===== config.mk =====
export PLATFORM = sky130hd
export DESIGN_NAME = led_sequencer
export DESIGN_NICKNAME = d
export VERILOG_FILES = /design/src/rtl/led_seq_pkg.sv /design/src/rtl/led_tick_gen.sv /design/src/rtl/led_sequencer.sv
export SDC_FILE = /design/constraint.sdc
export NUM_CORES = 1
export LEC_CHECK = 0
export ABC_AREA = 1
export CAP_MARGIN = 20
export CORE_ASPECT_RATIO = 1.75
export CORE_MARGIN = 4
export CORE_UTILIZATION = 30
export DETAILED_ROUTE_END_ITERATION = 10
export PLACE_DENSITY_LB_ADDON = 0.2
export SLEW_MARGIN = 15
export SYNTH_ARGS = -nofsm -noshare
export SYNTH_HDL_FRONTEND = slang
export SYNTH_SLANG_ARGS = --single-unit

===== constraint.sdc =====
create_clock -name sys_clk -period 1.7 [get_ports sys_clk]
set_clock_uncertainty 0.05 [all_clocks]
set_input_delay 0.51 -clock sys_clk [delete_from_list [all_inputs] [get_ports sys_clk]]
set_output_delay 0.51 -clock sys_clk [all_outputs]
set_load 0.1 [all_outputs]

===== src/rtl/led_seq_pkg.sv =====
// Shared definitions for the LED sequencer: mode encoding and PWM width.
// PWM_W is used only when the design is built with LED_DIM_EN.
package led_seq_pkg;

    typedef enum logic [1:0] {
        MODE_ROT_R  = 2'd0,
        MODE_ROT_L  = 2'd1,
        MODE_BOUNCE = 2'd2,
        MODE_BLINK  = 2'd3
    } led_mode_t;

    localparam int PWM_W = 3;

    // BLINK seeds all-off; every other mode seeds a single lit bit 0.
    function automatic logic seed_is_one(input led_mode_t m);
        return m != MODE_BLINK;
    endfunction

endpackage


===== src/rtl/led_tick_gen.sv =====
// Step prescaler: one step every (TICK_CYCLES >> speed) enabled cycles.
// The >= compare clamps cnt when speed is raised past the current count.
module led_tick_gen #(
    parameter int TICK_CYCLES = 50_000_000,
    parameter int CNT_W       = $clog2(TICK_CYCLES)
) (
    input  logic       sys_clk,
    input  logic       sys_rst,
    input  logic       en,
    input  logic [1:0] speed,
    input  logic       clr,
    output logic       step
);

    localparam logic [CNT_W:0] TICK_FULL = TICK_CYCLES[CNT_W:0];

    logic [CNT_W-1:0] cnt;
    logic [CNT_W:0]   last;

    always_comb begin
        last = (TICK_FULL >> speed) - 1'b1;
    end

    assign step = en && !clr && ({1'b0, cnt} >= last);

    always_ff @(posedge sys_clk or negedge sys_rst) begin
        if (!sys_rst)
            cnt <= '0;
        else if (clr)
            cnt <= '0;
        else if (en)
            cnt <= step ? '0 : cnt + 1'b1;
    end

endmodule


===== src/rtl/led_sequencer.sv =====
// LED pattern generator: rotate/bounce/blink patterns stepped by led_tick_gen.
// Optional LED_DIM_EN adds a bright[2:0] input and 3-bit PWM dimming on led.
module led_sequencer
    import led_seq_pkg::*;
#(
    parameter int LED_NUM     = 4,
    parameter int TICK_CYCLES = 50_000_000,
    parameter int CNT_W       = $clog2(TICK_CYCLES)
) (
    input  logic               sys_clk,
    input  logic               sys_rst,
    input  logic               en,
    input  logic [1:0]         mode,
    input  logic [1:0]         speed,
`ifdef LED_DIM_EN
    input  logic [PWM_W-1:0]   bright,
`endif
    output logic [LED_NUM-1:0] led,
    output logic               step
);

    localparam logic [LED_NUM-1:0] SEED = {{(LED_NUM-1){1'b0}}, 1'b1};

    led_mode_t          mode_in;
    led_mode_t          mode_q;
    logic               mode_chg;
    logic               tick;
    logic [LED_NUM-1:0] pat;
    logic [LED_NUM-1:0] pat_nxt;
    logic               dir_up;
    logic               dir_nxt;
    logic               step_nxt;

    assign mode_in  = led_mode_t'(mode);
    assign mode_chg = (mode_in != mode_q);

    // A mode change clears the prescaler, so it reloads instead of stepping.
    led_tick_gen #(
        .TICK_CYCLES (TICK_CYCLES),
        .CNT_W       (CNT_W)
    ) u_tick (
        .sys_clk (sys_clk),
        .sys_rst (sys_rst),
        .en      (en),
        .speed   (speed),
        .clr     (mode_chg),
        .step    (tick)
    );

    always_ff @(posedge sys_clk or negedge sys_rst) begin
        if (!sys_rst) begin
            mode_q <= MODE_ROT_R;
            pat    <= SEED;
            dir_up <= 1'b1;
            step   <= 1'b0;
        end else begin
            mode_q <= mode_in;
            pat    <= pat_nxt;
            dir_up <= dir_nxt;
            step   <= step_nxt;
        end
    end

    always_comb begin
        pat_nxt = pat;
        dir_nxt = dir_up;
        if (mode_chg) begin
            pat_nxt = seed_is_one(mode_in) ? SEED : '0;
            dir_nxt = 1'b1;
        end else if (tick) begin
            case (mode_q)
                MODE_ROT_R: pat_nxt = {pat[0], pat[LED_NUM-1:1]};
                MODE_ROT_L: pat_nxt = {pat[LED_NUM-2:0], pat[LED_NUM-1]};
                MODE_BOUNCE: begin
                    if (dir_up) begin
                        pat_nxt = pat << 1;
                        if (pat_nxt[LED_NUM-1])
                            dir_nxt = 1'b0;
                    end else begin
                        pat_nxt = pat >> 1;
                        if (pat_nxt[0])
                            dir_nxt = 1'b1;
                    end
                end
                default: pat_nxt = ~pat;
            endcase
            // A blank pattern left over from BLINK would never recover by shifting.
            if (mode_q != MODE_BLINK && pat == '0) begin
                pat_nxt = SEED;
                dir_nxt = 1'b1;
            end
        end
    end

`ifdef LED_DIM_EN
    logic [PWM_W-1:0]   pwm_cnt;
    logic [LED_NUM-1:0] led_nxt;
    logic [LED_NUM-1:0] led_r;

    always_comb begin
        step_nxt = tick;
        led_nxt  = pat_nxt & {LED_NUM{pwm_cnt < bright}};
    end

    // Masking the next pattern keeps led aligned with the step pulse.
    always_ff @(posedge sys_clk or negedge sys_rst) begin
        if (!sys_rst) begin
            pwm_cnt <= '0;
            led_r   <= SEED;
        end else begin
            pwm_cnt <= pwm_cnt + 1'b1;
            led_r   <= led_nxt;
        end
    end

    assign led = led_r;
`else
    always_comb begin
        step_nxt = tick;
    end

    assign led = pat;
`endif

endmodule


==> metrics.md <==
| Metric | Value |
|---|---|
| Gpl congestion | approximately 0.88 |
| Die Height | 132 um |
| Setup TNS | -13.65 ns |
| DP Wirelength | around 6500 um |
| Core ar. | around 8600 um2 |
| Worst path depth | 18 |
| Synthesis-to-layout area growth | 50.1% |
| Delay-heaviest family, CP | simple AND/OR/NAND/NOR gates |
| Vias in the first global route | about 2800 |
| Clock Sinks | 34 |
| Cell Chain, Critical Path | buf_12 -> inv_6 -> nand2_4 -> ha_4 -> ha_4 -> nand2_2 -> nor2_1 -> nand3_1 -> nor2b_1 -> nand2_1 -> nor2_1 -> nor2_1 -> nand2_2 -> nand2_4 -> nand2_8 -> buf_12 -> buf_8 -> nor2_1 |
| Largest stage delay, worst path | 0.27 ns |
| Pwr Total | 2.36 mW |
| Worst path buffer plus inverter count | 4 |
| CP max FO | 7 |
| Clk_lat worst skew | 0.28 ns |
| Flops & latches, synth | 34 |
| Routed vias/inst | 4.70 |
| Pwr Density | 594 nW/um2 |
| CP Class | in2reg |
| Hold WS | between 0.08 and 0.09 ns |
| Yosys top cell by area | dfrtp_1 |
| Leak | around 1.9 nW |
| First-pass GRT wire length | 13200 um |
| Final setup vio count | 32 |
| Antenna-violating nets left | 0 |
| Violated checks | setup timing |
| Die area | 10400 um2 |
| Initial antenna violation count | 0 |
| Initial DRC Count | 76 |
| Detailed-route via count | 2681 |
| Yosys top cell area share | 30.3% |
| Sequential cell area fraction in the yosys report | around a third |
| Final critical-path share of the clock period | 128% |
| Detailed-router iteration count before antenna repair | 6 |
| Fmax | 460 MHz |
| N_diodes | 0 |
| Share of layout cells above drive strength 1 | a little over a third |
| Clock transition at path regs | 0.05 ns |
| H-tree levels | 2 |
| Mapped cell area | 2640 um2 |
| Initial Util | between 30% and 40% |
| Worst path required time | around 1.8 ns |
| Max Buffers Root-to-Sink | 2 |
| Post-CTS Hold Buffers | 0 |
| Ys Warns | 0 |
| Port Buffers | 11 |
| Post-Synthesis Cells | 357 |
| Total I/O pin count | 12 |
| Pin count of the biggest net entering global routing | 17 |
| Status | finished, violations left |
| Max Cap Viol | 0 |
| Post-Syn Area per Cell | 7.40 um2 |
| CTS root buf | clkbuf_16 |
| VDD IR max | around 380 uV |
| Crit start category | input port |
| CTS tree | built |
| Grt ovf | 0 |
| # rows | 45 |
| CP endpoint kind | register |
| # nets final | 480 |
| GRT Overall Usage | 16.3% |
| Worst r2r path cells | 15 |
| Worst path slowest cell | ha_4 |
| Max-slew violations | 0 |
| Drt total wl | roughly 7800 um |
| Non-filler instance count after layout | 571 |
| Crit path DAT | 2.29 ns |
| Post-synthesis cell type count | 36 |
| Die width | 78.9 um |
| Most used cell, CP | nor2_1 |
| Final Hold Vio Count | 0 |
| Hold crit path type | in2async |
| RSZ-0062 raised after global routing | yes |
| Total CTS buffers | 5 |
| Synth area leaders | dfrtp_1 (30%), nand2_1 (12%), ha_1 (9.5%) |
| Dpl cells | 558 |
| Final setup margin | -0.475 ns |
| Min cycle time layout | about 2.2 ns |
| Drt wl/cell | about 14 um |
| # DRC | 0 |
synth_stat cells (all sizes together):
cell type  count
o21ai         13
dfstp          2
nand4         10
a21oi         15
xnor2          6
nor2b          1
ha            20
a21o           1
nor4           4
o21a           1
inv           48
dfrtp         32
conb           1
o22ai          1
a221oi         3
a31oi          1
xor2          10
a211oi         1
buf            5
mux2i          1
nor2          47
nand2         89
nand3         28
nor3          17
cells in the final DEF, fill, tap and decap left out, drive strengths merged, types with 13 or more instances in the layout:
cell / count
a21oi: 15
buf: 90
dfrtp: 32
ha: 20
inv: 48
nand2: 89
nand3: 28
nor2: 47
nor3: 17
o21ai: 13
flip-flops by register name, indices dropped and copies added (netlist names):
register,flops
dir_up,1
led,4
mode_q,2
step,1
u_tick.cnt,26
power by group:
part           leakage (nW)  switching [mW]  internal, mW
registers             0.462          0.0318         0.840
clock network        0.0712           0.324         0.583
logic                  1.35           0.325         0.253
total                  1.88           0.681          1.68
what timing repair did:
| item | CTS | global route |
|---|---|---|
| pin swaps | 17 | 15 |
| setup buffers | 5 | 1 |
| resized for setup | 37 | 25 |
| setup endpoints to repair | 32 | 32 |
| gates cloned | 1 | 0 |
worst paths after layout:
path                                 from        endpoint  slack, ns
min in group sys_clk               dir_up          dir_up       0.47
max                              speed[0]  u_tick.cnt[24]      -0.48
min                               sys_rst  u_tick.cnt[15]       0.08
max reg2reg                u_tick.cnt[10]          led[1]      -0.31
max in group asynchronous         sys_rst   u_tick.cnt[2]       1.02
min reg2reg                        dir_up          dir_up       0.47
kinds of logic (layout without fill, tap and decap cells):
kind of cell             Yosys count  count (layout)  synth area share (%)
AND/OR/NAND/NOR                  196             196                  35.5
AO/OA/AOI/OAI                     36              36                  8.19
multiplexers                       1               1                 0.379
buffers and inverters             53             149                  8.71
adder cells (fa/ha/maj)           20              20                  9.47
XOR/XNOR                          16              16                  5.30
flip-flops                        34              34                  32.3
other                              1               2                 0.142
through the flow:
step / setup WS [ns] / utilization [%] / cell area (um2)
floorplan: -0.518 / - / 2730
global placement: -1.27 / 41.4 / 3560
CTS: -0.582 / 45.2 / 3900
global route: -0.600 / 46.1 / 3970
finish: -0.475 / 46.1 / 3970
detailed placement: -1.31 / 41.4 / 3560
routing by layer:
layer  vias to the layer above  track usage [%]  part of all wire [%]
met5                         -                0                     0
met4                         0             8.22                   3.6
met3                        18             2.26                   1.9
met2                        35             32.5                    60
met1                      1264             15.5                    35
li1                       1364                -                     -
area by class of cell:
| type | instances | area [um2] |
|---|---|---|
| inverters | 48 | 188 |
| well taps | 117 | 146 |
| repair buffers | 93 | 866 |
| fillers | 842 | 4650 |
| clock buffers | 8 | 146 |
| flip-flops and latches | 34 | 853 |
| multi-input cells | 271 | 1770 |
No activity file was read; power rests on OpenSTA's default activity.
